File: config.mk
export PLATFORM = sky130hd
export DESIGN_NAME = mem_io_map_flat
export DESIGN_NICKNAME = d
export VERILOG_FILES = /design/src/rtl/mem_io_map_if.sv /design/src/rtl/mem_io_map.sv /design/src/flat_wrapper.sv
export SDC_FILE = /design/constraint.sdc
export NUM_CORES = 1
export LEC_CHECK = 0
export CORE_UTILIZATION = 49
export CTS_BUF_LIST = sky130_fd_sc_hd__clkbuf_4 sky130_fd_sc_hd__clkbuf_8 sky130_fd_sc_hd__clkbuf_16
export CTS_CLUSTER_DIAMETER = 200
export DETAILED_ROUTE_END_ITERATION = 12
export PLACE_DENSITY = 0.9
export SLEW_MARGIN = 10
export SYNTH_ARGS = -nofsm -noshare
export SYNTH_HDL_FRONTEND = slang
export SYNTH_SLANG_ARGS = --single-unit
File: constraint.sdc
create_clock -name clk -period 3.6 [get_ports clk]
set_input_delay 1.08 -clock clk [delete_from_list [all_inputs] [get_ports clk]]
set_output_delay 1.08 -clock clk [all_outputs]
set_load 0.02 [all_outputs]
File: src/rtl/mem_io_map_if.sv
// rtl/mem_io_map_if.sv - CPU memory port bundle for mem_io_map
// Purpose: groups the CPU-side request/response signals of the memory front-end.
// Ports (signals):
//   mem_addr     CPU address            (master -> slave)
//   mem_data_in  CPU write data         (master -> slave)
//   mem_r_en     read request           (master -> slave)
//   mem_w_en     write request          (master -> slave)
//   mem_rdy      request can be taken   (slave -> master)
//   mem_cplt     one-cycle completion   (slave -> master)
//   mem_data_out read data on mem_cplt  (slave -> master)
interface mem_io_map_if #(
  parameter int ADDR_WIDTH = 16,
  parameter int DATA_WIDTH = 16
);
  logic [ADDR_WIDTH-1:0] mem_addr;
  logic [DATA_WIDTH-1:0] mem_data_in;
  logic                  mem_r_en;
  logic                  mem_w_en;
  logic                  mem_rdy;
  logic                  mem_cplt;
  logic [DATA_WIDTH-1:0] mem_data_out;

  modport master (
    output mem_addr, mem_data_in, mem_r_en, mem_w_en,
    input  mem_rdy, mem_cplt, mem_data_out
  );

  modport slave (
    input  mem_addr, mem_data_in, mem_r_en, mem_w_en,
    output mem_rdy, mem_cplt, mem_data_out
  );
endinterface

File: src/rtl/mem_io_map.sv
// rtl/mem_io_map.sv - MMIO register window in front of the DRAM driver
// Purpose: decodes NUM_REGS read/write registers starting at IO_BASE and answers
//   them locally; every other access is forwarded to the DRAM driver. Only one
//   access is outstanding at a time.
// Ports:
//   clk, rst_n      clock, asynchronous active-low reset
//   bus             CPU memory port (slave modport of mem_io_map_if)
//   dram_r_en/w_en  forwarded request, asserted only in the accept cycle
//   dram_rdy        DRAM driver ready (gates mem_rdy)
//   dram_cplt       DRAM completion pulse
//   dram_data_out   DRAM read data
//   io_regs         flattened register contents, register k at [k*DATA_WIDTH +: DATA_WIDTH]
//   io_wr_stb       per-register pulse on the cycle after a write
// Option: define MEM_IO_TIMER_EN to add a read-only 32-bit cycle counter at
//   IO_BASE+NUM_REGS (low half) and IO_BASE+NUM_REGS+1 (high half).
module mem_io_map #(
  parameter int                             ADDR_WIDTH = 16,
  parameter int                             DATA_WIDTH = 16,
  parameter int                             NUM_REGS   = 4,
  parameter logic [ADDR_WIDTH-1:0]          IO_BASE    = 16'h0100,
  parameter logic [NUM_REGS*DATA_WIDTH-1:0] REG_RST    = '0
) (
  input  logic                           clk,
  input  logic                           rst_n,
  mem_io_map_if.slave                    bus,
  output logic                           dram_r_en,
  output logic                           dram_w_en,
  input  logic                           dram_rdy,
  input  logic                           dram_cplt,
  input  logic [DATA_WIDTH-1:0]          dram_data_out,
  output logic [NUM_REGS*DATA_WIDTH-1:0] io_regs,
  output logic [NUM_REGS-1:0]            io_wr_stb
);
  localparam int                    IDX_W = (NUM_REGS > 1) ? $clog2(NUM_REGS) : 1;
  localparam logic [ADDR_WIDTH-1:0] NREG  = ADDR_WIDTH'(NUM_REGS);

  typedef enum logic [1:0] {IDLE, IO_RESP, DRAM_WAIT} state_t;
  state_t state;

  logic [DATA_WIDTH-1:0] regs_q [NUM_REGS];
  logic [DATA_WIDTH-1:0] resp_q;
  logic                  io_cplt_q;

  logic [ADDR_WIDTH-1:0] offset;
  logic [IDX_W-1:0]      idx;
  logic                  rdy;
  logic                  accept;
  logic                  is_read;
  logic                  reg_hit;
  logic                  io_hit;
  logic [DATA_WIDTH-1:0] rd_val;

  // Addresses below IO_BASE wrap to large offsets, so one unsigned compare
  // covers both window bounds.
  assign offset  = bus.mem_addr - IO_BASE;
  assign idx     = offset[IDX_W-1:0];
  assign reg_hit = offset < NREG;

  assign rdy     = (state == IDLE) && dram_rdy;
  assign accept  = rdy && (bus.mem_r_en || bus.mem_w_en);
  // A simultaneous read and write is treated as a read.
  assign is_read = bus.mem_r_en;

`ifdef MEM_IO_TIMER_EN
  localparam logic [ADDR_WIDTH-1:0] NREG1 = ADDR_WIDTH'(NUM_REGS + 1);

  logic [31:0] timer_q;
  logic [15:0] shadow_q;
  logic        tmr_lo_hit;
  logic        tmr_hi_hit;

  assign tmr_lo_hit = (offset == NREG);
  assign tmr_hi_hit = (offset == NREG1);
  assign io_hit     = reg_hit || tmr_lo_hit || tmr_hi_hit;
  assign rd_val     = tmr_lo_hit ? DATA_WIDTH'(timer_q[15:0]) :
                      tmr_hi_hit ? DATA_WIDTH'(shadow_q) : regs_q[idx];

  always_ff @(posedge clk or negedge rst_n) begin
    if (!rst_n) begin
      timer_q <= '0;
    end else begin
      timer_q <= timer_q + 32'd1;
    end
  end

  // Reading the low half freezes the high half so a low-then-high read pair
  // is coherent even if a carry happens in between.
  always_ff @(posedge clk or negedge rst_n) begin
    if (!rst_n) begin
      shadow_q <= '0;
    end else if (accept && is_read && tmr_lo_hit) begin
      shadow_q <= timer_q[31:16];
    end
  end
`else
  assign io_hit = reg_hit;
  assign rd_val = regs_q[idx];
`endif

  // Forwarded enables exist only in the accept cycle and fall with reset
  // without waiting for a clock.
  assign dram_r_en = rst_n && accept && !io_hit && bus.mem_r_en;
  assign dram_w_en = rst_n && accept && !io_hit && bus.mem_w_en && !bus.mem_r_en;

  assign bus.mem_rdy      = rdy;
  assign bus.mem_cplt     = io_cplt_q || ((state == DRAM_WAIT) && dram_cplt);
  assign bus.mem_data_out = (state == DRAM_WAIT) ? dram_data_out : resp_q;

  always_ff @(posedge clk or negedge rst_n) begin
    if (!rst_n) begin
      state     <= IDLE;
      io_cplt_q <= 1'b0;
      resp_q    <= '0;
      io_wr_stb <= '0;
      for (int k = 0; k < NUM_REGS; k++) begin
        regs_q[k] <= REG_RST[k*DATA_WIDTH +: DATA_WIDTH];
      end
    end else begin
      io_cplt_q <= 1'b0;
      resp_q    <= '0;
      io_wr_stb <= '0;
      case (state)
        IDLE: begin
          if (accept) begin
            if (io_hit) begin
              state     <= IO_RESP;
              io_cplt_q <= 1'b1;
              if (is_read) begin
                resp_q <= rd_val;
              end else if (reg_hit) begin
                regs_q[idx]    <= bus.mem_data_in;
                io_wr_stb[idx] <= 1'b1;
              end
            end else begin
              state <= DRAM_WAIT;
            end
          end
        end
        IO_RESP: state <= IDLE;
        DRAM_WAIT: begin
          if (dram_cplt) begin
            state <= IDLE;
          end
        end
        default: state <= IDLE;
      endcase
    end
  end

  for (genvar k = 0; k < NUM_REGS; k++) begin : g_flat
    assign io_regs[k*DATA_WIDTH +: DATA_WIDTH] = regs_q[k];
  end
endmodule

File: src/flat_wrapper.sv
// flat-port wrapper written by rule: the top's interface ports become plain ports
module mem_io_map_flat 
#(
  parameter int                             ADDR_WIDTH = 16,
  parameter int                             DATA_WIDTH = 16,
  parameter int                             NUM_REGS   = 4,
  parameter logic [ADDR_WIDTH-1:0]          IO_BASE    = 16'h0100,
  parameter logic [NUM_REGS*DATA_WIDTH-1:0] REG_RST    = '0
)
  (clk, rst_n, dram_r_en, dram_w_en, dram_rdy, dram_cplt, dram_data_out, io_regs, io_wr_stb, bus_mem_addr, bus_mem_data_in, bus_mem_r_en, bus_mem_w_en, bus_mem_rdy, bus_mem_cplt, bus_mem_data_out);
  mem_io_map_if #(.ADDR_WIDTH(ADDR_WIDTH), .DATA_WIDTH(DATA_WIDTH)) bus_i ();
  input  logic clk;
  input  logic rst_n;
  output logic dram_r_en;
  output logic dram_w_en;
  input  logic dram_rdy;
  input  logic dram_cplt;
  input  logic [DATA_WIDTH-1:0] dram_data_out;
  output logic [NUM_REGS*DATA_WIDTH-1:0] io_regs;
  output logic [NUM_REGS-1:0] io_wr_stb;
  input wire logic [$bits(bus_i.mem_addr)-1:0] bus_mem_addr;
  input wire logic [$bits(bus_i.mem_data_in)-1:0] bus_mem_data_in;
  input wire logic [$bits(bus_i.mem_r_en)-1:0] bus_mem_r_en;
  input wire logic [$bits(bus_i.mem_w_en)-1:0] bus_mem_w_en;
  output wire logic [$bits(bus_i.mem_rdy)-1:0] bus_mem_rdy;
  output wire logic [$bits(bus_i.mem_cplt)-1:0] bus_mem_cplt;
  output wire logic [$bits(bus_i.mem_data_out)-1:0] bus_mem_data_out;
  assign bus_i.mem_addr = bus_mem_addr;
  assign bus_i.mem_data_in = bus_mem_data_in;
  assign bus_i.mem_r_en = bus_mem_r_en;
  assign bus_i.mem_w_en = bus_mem_w_en;
  assign bus_mem_rdy = bus_i.mem_rdy;
  assign bus_mem_cplt = bus_i.mem_cplt;
  assign bus_mem_data_out = bus_i.mem_data_out;
  mem_io_map #(.ADDR_WIDTH(ADDR_WIDTH), .DATA_WIDTH(DATA_WIDTH), .NUM_REGS(NUM_REGS), .IO_BASE(IO_BASE), .REG_RST(REG_RST)) u_core (.clk(clk), .rst_n(rst_n), .bus(bus_i), .dram_r_en(dram_r_en), .dram_w_en(dram_w_en), .dram_rdy(dram_rdy), .dram_cplt(dram_cplt), .dram_data_out(dram_data_out), .io_regs(io_regs), .io_wr_stb(io_wr_stb));
endmodule
==> out/summary.txt, run 1 <==
Clk root buf -> clkbuf_8
Synth Instances -> 246
CTS tree -> built
CP max FO -> 2
Routed vias/inst -> 5.36
Post-layout min period -> 3.59 ns
Routability congestion estimate -> 0.871
RSZ-0062 raised after global routing -> true
Fillers -> 495
Final cell count without fillers -> 511
Max-cap violations -> 0
Top cells by count, synth -> 87 x dfrtp_1, 47 x mux2_2, 20 x mux2_4
I/O Buffers -> 141
Setup crit end kind -> primary output
Overflow after GRT -> 0
DRC -> 0
Area leader, netlist -> dfrtp_1
I/O Pins -> 142
Warnings from Yosys -> 0
Finished Cell Area -> 5840 um2
Vias -> 2739
Post-synth ARST share -> 100%
PwrDens -> 335 nW/um2
Drt first-iter violations -> 101
Max-slew headroom -> 63.2%
Status -> completed
Peak supply drop -> 0.000212 V
Crit Path Class -> input port to primary output
Startpoint types -> input port
Routed len/inst -> 19.3 um
Number of flops mapped to enable cells by yosys -> 0
Post-Syn Area -> 4000 um2
Register area share after synthesis -> 54.4%
Register Area -> 2180 um2
Clock tree buffer depth -> 2
Distinct cell type count of the synthesized netlist -> 28
Starting density of the core -> 51.2%
Post-Route WL -> 9.87 mm
Worst Hold Class -> register to register
Total GRT Usage -> 24.1%
CTS Hold Buffers Added -> 0
Die height -> 92.4 um
Final net count -> 459
Inst Count DP -> 495
Die Span X -> 92.4 um
Post-place instance area -> 5620 um2
Antenna violations before repair -> 0
Ant. Diodes -> 0
CTS Sinks -> 87
Top FF cell, synth -> dfrtp_1
Final max-slew violation count -> 0
CTS clk-pin slew, worst paths -> 0.09 ns
Hold_ws -> 0.526 ns
Mean Syn Cell Area -> 16.3 um2
Slew @ Worst Pin -> 0.552 ns
Flop2flop setup slack -> 1.42 ns
Max frequency -> 0.278 GHz
Ranking of synthesized cells by area -> dfrtp_1 54%, mux2_2 13%, mux4_2 9.0%, mux2_4 7.5%, mux2_1 3.7%
Area delta synth->final -> 46.1%
Number of global-route vias before repair -> 2919
Largest net degree at the start of global routing -> 47
Power, Total -> 1.96 mW
CP arrival -> 2.51 ns
Router iterations before antenna repair -> 4
Layout cell share with drive strength beyond 1 -> 32.5%
DIE AREA -> 8530 um2
Core area -> 7810 um2
First-pass GRT wire length -> 15.4 mm
Most common cell in the netlist -> dfrtp_1
Final period util -> 99.9%
Later-pin clock latency in the skew report -> 0.34 ns
Hold Vio Cnt, Final -> 0
Detail Route Antenna Nets -> 0
Synth top area share -> 54.4%
Syn_nets -> 300
Static Leak -> 2.67 nW
Final HPWL DP -> 7.16 mm
Final Setup Violations -> 0
TritonCTS Buffers -> 9
CP Data Required Time -> 2.52 ns
Seq cells post-synth -> 87
Area of the multi-input gates -> 1730 um2
H-tree depth -> 3
Num rows -> 32
Clock skew -> 0.00982 ns
## per-stage QoR
stage | utilization, % | TNS, ns | worst slack (ns)
finish | 74.9 | 0 | 0.00500
global route | 74.9 | -0.0484 | -0.0377
CTS | 74.7 | 0 | 0.00982
detailed placement | 71.9 | -0.388 | -0.208
global placement | 71.9 | -0.297 | -0.160
floorplan | - | 0 | 0.243
## path summary, 6_finish.rpt
check                                                from                             end  cells past startpoint
max in group asynchronous                           rst_n  u_core.io_regs[47]$_DFFE_PN0P_                      3
setup / recovery                         bus_mem_addr[14]                       dram_w_en                      6
hold reg to reg            u_core.io_regs[50]$_DFFE_PN0P_  u_core.io_regs[50]$_DFFE_PN0P_                      1
min in group asynchronous                           rst_n   u_core.io_regs[3]$_DFFE_PN0P_                      2
hold / removal             u_core.io_regs[50]$_DFFE_PN0P_  u_core.io_regs[50]$_DFFE_PN0P_                      1
setup reg to reg              u_core.state[0]$_DFFE_PN0P_  u_core.io_regs[17]$_DFFE_PN0P_                      4
## flip-flops by register name, summed over array words and instances (netlist names)
register	flops
u_core.io_regs	64
u_core.resp_q	16
u_core.io_wr_stb	4
u_core.state	2
u_core.io_cplt_q	1
## what timing repair did
action                     in CTS  in global routing
setup endpoints to repair       2                  2
pin swaps                       0                  2
gates resized for setup         2                  2
buffers inserted                0                  1
gates cloned                    0                  0
hold endpoints to repair        0                  0
## metal layers
| metal | wire length, um | vias up | part of all wire (%) | track usage (%) |
|---|---|---|---|---|
| met5 | 0 | - | 0 | 0 |
| met4 | 210 | 0 | 2.1 | 10.3 |
| met3 | 496 | 18 | 5.0 | 5.83 |
| met2 | 5200 | 89 | 53 | 40.9 |
| li1 | - | 1224 | - | - |
| met1 | 3960 | 1408 | 40 | 29.4 |
## report_power, final
group | internal (mW) | total [mW] | switching [mW]
clock | 0.407 | 0.737 | 0.330
sequential | 0.978 | 0.979 | 0.00153
combinational | 0.129 | 0.243 | 0.113
## cell families after synthesis
family,count (synthesis),share of synthesized area [%]
compound gates,4,0.751
mux,96,33.4
flops,87,54.4
simple gates,43,9.01
buf+inv,16,2.41
## cell type report
type / count / area share (%)
sequential: 87 / 37.3
multi-input combinational: 143 / 29.6
timing repair buffer: 161 / 27.0
clock buffer: 10 / 2.35
tap: 102 / 2.18
clock inverter: 5 / 1.41
inverter: 3 / 0.193
## cell usage in the layout, fill, tap and decap left out, types with 3 or more instances in the layout
cell,count
nor2_1,4
nor2b_1,16
nor4_4,4
mux2_2,47
mux2_1,13
buf_4,19
dfrtp_1,87
inv_1,3
clkdlybuf4s50_1,137
mux2_4,20
nor3_1,5
mux4_2,16
clkbuf_8,10
## critical path, stage by stage
cell,delay [ns]
clkdlybuf4s50_1,0.45
nor4_4,0.32
nand4_1,0.18
nand3_1,0.14
nor3b_1,0.06
clkdlybuf4s15_1,0.28
(Power assumes the default switching activity.)
==> run 2, diff against run 1 <==
ABC_AREA = 1   (was unset)
==> out/summary.txt, run 2 <==
Max-slew headroom -> 51.3%
Ant. Diodes -> 0
Top FF cell, synth -> dfrtp_1
Pre-CTS setup slack -> -0.154 ns
Peak supply drop -> 0.000215 V
Ranking of synthesized cells by area -> dfrtp_1 53%, nand2_1 15%, nand3_1 8.0%, a22oi_1 4.4%, mux2_2 4.4%
Max-cap violations -> 0
Syn_nets -> 509
Static Leak -> 2.83 nW
CTS Hold Buffers Added -> 0
Core area -> 7890 um2
Post-synth ARST share -> 100%
CP Data Required Time -> 2.52 ns
Number of global-route vias before repair -> 3643
Max frequency -> 0.288 GHz
PwrDens -> 345 nW/um2
Largest net degree at the start of global routing -> 48
Worst Hold Class -> register to register
CP max FO -> 2
Mean Syn Cell Area -> 8.96 um2
Num rows -> 32
Critical Path, Cell by Cell -> clkdlybuf4s50_1 -> nor2_2 -> nor2_4 -> inv_1 -> nor2_1 -> nand2_1 -> nor2_1 -> dlygate4sd2_1
DRC -> 0
Layout cell share with drive strength beyond 1 -> 11.4%
Area delta synth->final -> 42.3%
Detail Route Antenna Nets -> 0
Router iterations before antenna repair -> 6
Seq cells post-synth -> 87
Vias -> 3829
TritonCTS Buffers -> 9
Routed vias/inst -> 5.43
Min setup slack post-route -> 0.133 ns
I/O Buffers -> 141
Final period util -> 96.3%
Final max-slew violation count -> 0
CTS tree -> built
Final Setup Violations -> 0
Setup TNS -> 0 ns
Max reg flops -> 64
H-tree depth -> 3
Top cells by count, synth -> 162 x nand2_1, 87 x dfrtp_1, 65 x nand3_1
Post-place instance area -> 5580 um2
Clk root buf -> clkbuf_8
Startpoint types -> input port
CTS Sinks -> 87
Die height -> 93.2 um
Antenna violations before repair -> 0
DIE AREA -> 8690 um2
Area leader, netlist -> dfrtp_1
Finished Cell Area -> 5800 um2
Clock tree buffer depth -> 2
Clock skew -> 0.00746 ns
Post-Syn Area -> 4080 um2
Most common cell in the netlist -> nand2_1
Flop2flop setup slack -> 1.62 ns
Post-Route WL -> 11.6 mm
Die Span X -> 93.2 um
Final core utilization -> 73.6%
Slowest stage delay, CP -> 0.50 ns
CP arrival -> 2.39 ns
Later-pin clock latency in the skew report -> 0.36 ns
Overflow after GRT -> 0
Drt first-iter violations -> 247
First-pass GRT wire length -> 18.5 mm
Critical path's top delay family -> buffers and inverters
Most frequent cells in the layout -> 162 x nand2_1, 138 x clkdlybuf4s50_1, 87 x dfrtp_1
Synth Instances -> 455
Hold_ws -> 0.510 ns
Most common cell after layout, fill and taps aside -> nand2_1
Number of flops mapped to enable cells by yosys -> 0
Warnings from Yosys -> 0
Slowest cell on the critical path -> clkdlybuf4s50_1
Buf/Inv on CP -> 3
Distinct cell type count of the synthesized netlist -> 25
Status -> completed
Cell mode on critical path -> nor2_1
Hold Vio Cnt, Final -> 0
Starting density of the core -> 51.7%
Routability congestion estimate -> 0.819
Final HPWL DP -> 8.14 mm
Slew @ Worst Pin -> 0.729 ns
RSZ-0062 raised after global routing -> false
I/O Pins -> 142
Post-layout min period -> 3.47 ns
Routed len/inst -> 16.5 um
Crit Path Class -> input port to primary output
Register area share after synthesis -> 53.4%
CTS clk-pin slew, worst paths -> 0.08 ns
Total GRT Usage -> 27.8%
Final net count -> 652
Synth top area share -> 53.4%
Setup crit end kind -> primary output
## run 2: cell types whose count changed after synthesis, moves of 11 or more
cell | previous run | this run
nand2_1 | 0 | 162
nand3_1 | 2 | 65
mux2_2 | 47 | 16
a22oi_1 | 0 | 24
mux2_4 | 20 | 0
inv_1 | 3 | 22
nor2b_1 | 17 | 0
mux4_2 | 16 | 0
mux2_1 | 13 | 0
nor2_1 | 4 | 15
## run 2: worst reg2reg max path, delay by kind of cell, from the launching register on
kind | cells | cell delay, ns
flops | 1 | 0.42
simple gates | 4 | 1.45
## run 2: cell type report
type | instances | area, um2
clock inverters | 6 | 92.6
fillers | 592 | 2080
inverters | 26 | 97.6
flip-flops and latches | 87 | 2180
multi-input cells | 318 | 1640
repair buffers | 156 | 1530
clock buffers | 10 | 138
well taps | 102 | 128
## run 2: report_power, final
part / switching (mW) / internal (mW)
clock: 0.353 / 0.413
combinational: 0.132 / 0.122
sequential: 0.00206 / 0.978
## run 2: final timing paths
kind,start,end,cells after the start
hold reg to reg,u_core.io_regs[7]$_DFFE_PN0P_,u_core.io_regs[7]$_DFFE_PN0P_,2
min in group asynchronous,rst_n,u_core.io_wr_stb[2]$_DFF_PN0_,2
setup / recovery,bus_mem_r_en,dram_w_en,8
hold / removal,u_core.io_regs[7]$_DFFE_PN0P_,u_core.io_regs[7]$_DFFE_PN0P_,2
max in group asynchronous,rst_n,u_core.state[0]$_DFFE_PN0P_,3
setup reg to reg,u_core.state[1]$_DFFE_PN0P_,u_core.io_regs[44]$_DFFE_PN0P_,4
## run 2: metrics by stage
step	std cells	total power, mW
after detailed placement	689	1.25
final	705	2.00
after CTS	705	2.02
after global placement	689	1.25
after floorplan	455	1.10
after global routing	705	2.07
## run 2: repair_timing
| item | CTS | global route |
|---|---|---|
| gates cloned | 0 | 0 |
| gates resized for setup | 2 | 2 |
| setup endpoints to repair | 2 | 1 |
| endpoints found under the hold margin | 0 | 0 |
| setup buffers | 0 | 0 |
## run 2: routing by layer
layer  part of all wire [%]  global-route usage [%]  vias to the layer above
li1                       -                       -                     1778
met1                     40                    35.2                     1818
met2                     50                    46.9                      206
met3                    7.5                    4.55                       27
met4                    2.8                    12.7                        0
met5                      0                       0                        -
## run 2: cells by family (layout without fill, tap and decap cells)
| family | Yosys count | after routing | share of synthesized area [%] |
|---|---|---|---|
| AOI/OAI and AO/OA | 42 | 42 | 7.30 |
| and+or+nand+nor | 260 | 260 | 28.6 |
| buffers and inverters | 50 | 198 | 6.29 |
| DFF | 87 | 87 | 53.4 |
| muxes | 16 | 16 | 4.42 |
==> run 3, diff against run 2 <==
GPL_TIMING_DRIVEN = 0   (was unset)
PLACE_DENSITY = 0.91   (was 0.9)
==> out/summary.txt, run 3 (synthesized netlist as in run 2, its figures left out) <==
Status -> completed
Final cell count without fillers -> 721
Final max-slew violation count -> 0
Number of global-route vias before repair -> 3965
Final HPWL DP -> 9.22 mm
Max-cap violations -> 0
DRC -> 0
Most frequent cells in the layout -> 162 x nand2_1, 137 x clkdlybuf4s50_1, 87 x dfrtp_1
Ant. Diodes -> 0
Final period util -> 94.3%
Die height -> 93.2 um
Routed len/inst -> 18.0 um
Clock skew -> 0.00811 ns
CP Data Required Time -> 2.52 ns
Static Leak -> 2.90 nW
First-pass GRT wire length -> 20.1 mm
Max reg flops -> 64
CTS tree -> built
RSZ-0062 raised after global routing -> false
Overflow after GRT -> 0
Antenna violations before repair -> 0
Router iterations before antenna repair -> 5
Final Setup Violations -> 0
Post-Route WL -> 13.0 mm
Clock tree buffer depth -> 2
Startpoint types -> input port
Power, Total -> 2.00 mW
Hold_ws -> 0.509 ns
CP max FO -> 2
Area of the multi-input gates -> 1650 um2
Die Span X -> 93.2 um
Routed vias/inst -> 5.60
Most common cell after layout, fill and taps aside -> nand2_1
Fillers -> 557
Core area -> 7890 um2
Vias -> 4041
I/O Pins -> 142
Register Area -> 2180 um2
DIE AREA -> 8690 um2
H-tree depth -> 3
Starting density of the core -> 51.7%
Drt first-iter violations -> 410
Detail Route Antenna Nets -> 0
Max-slew headroom -> 60.7%
Final net count -> 668
Routability congestion estimate -> 0.860
Crit Path Class -> input port to primary output
Setup crit end kind -> primary output
Worst Hold Class -> register to register
TritonCTS Buffers -> 9
Largest net degree at the start of global routing -> 57
Peak supply drop -> 0.000180 V
Layout cell share with drive strength beyond 1 -> 13.2%
Area delta synth->final -> 44.8%
Hold Vio Cnt, Final -> 0
Later-pin clock latency in the skew report -> 0.35 ns
Clk root buf -> clkbuf_8
Total GRT Usage -> 30.9%
Slew @ Worst Pin -> 0.590 ns
CP arrival -> 2.31 ns
Max frequency -> 0.295 GHz
I/O Buffers -> 141
Final core utilization -> 74.9%
CTS clk-pin slew, worst paths -> 0.08 ns
CTS Sinks -> 87
Inst Count DP -> 699
Post-layout min period -> 3.39 ns
Num rows -> 32
PwrDens -> 338 nW/um2
==> run 3: cell types whose count changed in the layout (fill, tap and decap cells not counted), moves of 3 or more <==
cell	previous run	this run
buf_2	0	13
buf_4	15	7
buf_6	0	7
clkbuf_1	0	3
==> run 3: through the flow <==
| stage | setup TNS, ns | setup slack [ns] | instance area, um2 |
|---|---|---|---|
| detailed placement | -0.924 | -0.466 | 5640 |
| finish | 0 | 0.206 | 5910 |
| CTS | 0 | 0.0220 | 5880 |
| global route | 0 | 0.117 | 5910 |
| global placement | -138.85 | -2.88 | 5620 |
| floorplan | 0 | 0.649 | 4080 |
==> run 3: final cells by class <==
type	count	area share (%)
Buffer	24	2.69
Clock buffer	10	2.22
Clock inverter	6	1.59
Inverter	26	1.65
Multi-Input combinational cell	318	27.9
Sequential cell	87	36.9
Tap cell	102	2.16
Timing Repair Buffer	148	24.9
==> run 3: worst max-delay path, stage by stage <==
cell	delay, ns
clkdlybuf4s50_1	0.49
a31o_2	0.16
clkdlybuf4s50_1	0.59
==> run 3: final timing paths <==
| kind | start | endpoint | cells after the start | slack (ns) |
|---|---|---|---|---|
| hold / removal | u_core.io_regs[20]$_DFFE_PN0P_ | u_core.io_regs[20]$_DFFE_PN0P_ | 2 | 0.51 |
| setup / recovery | dram_cplt | bus_mem_cplt | 3 | 0.21 |
| min in group asynchronous | rst_n | u_core.io_wr_stb[1]$_DFF_PN0_ | 1 | 0.65 |
| max in group asynchronous | rst_n | u_core.io_regs[19]$_DFFE_PN0P_ | 2 | 2.32 |
| hold reg to reg | u_core.io_regs[20]$_DFFE_PN0P_ | u_core.io_regs[20]$_DFFE_PN0P_ | 2 | 0.51 |
| setup reg to reg | u_core.state[1]$_DFFE_PN0P_ | u_core.io_regs[60]$_DFFE_PN0P_ | 5 | 1.71 |
==> run 3: routing by layer <==
| metal | vias to the layer above | track usage (%) | part of all wire [%] |
|---|---|---|---|
| li1 | 1807 | - | - |
| met1 | 1923 | 39.3 | 37 |
| met2 | 271 | 54.1 | 50 |
| met3 | 40 | 4.63 | 10 |
| met4 | 0 | 10.3 | 2.3 |
| met5 | - | 0 | 0 |
==> run 3: power breakdown <==
group	internal [mW]	leakage (nW)	total (mW)	switching (mW)
Sequential	0.978	1.21	0.980	0.00217
Clock	0.404	0.110	0.763	0.359
Combinational	0.121	1.57	0.256	0.135
Total	1.50	2.90	2.00	0.496
==> run 3: repair_timing <==
action                                  in CTS  in global routing
buffers inserted                             1                  5
hold buffers                                 0                  0
endpoints found under the setup margin       2                  2
gates resized for setup                      4                  4
pin swaps                                    1                  1
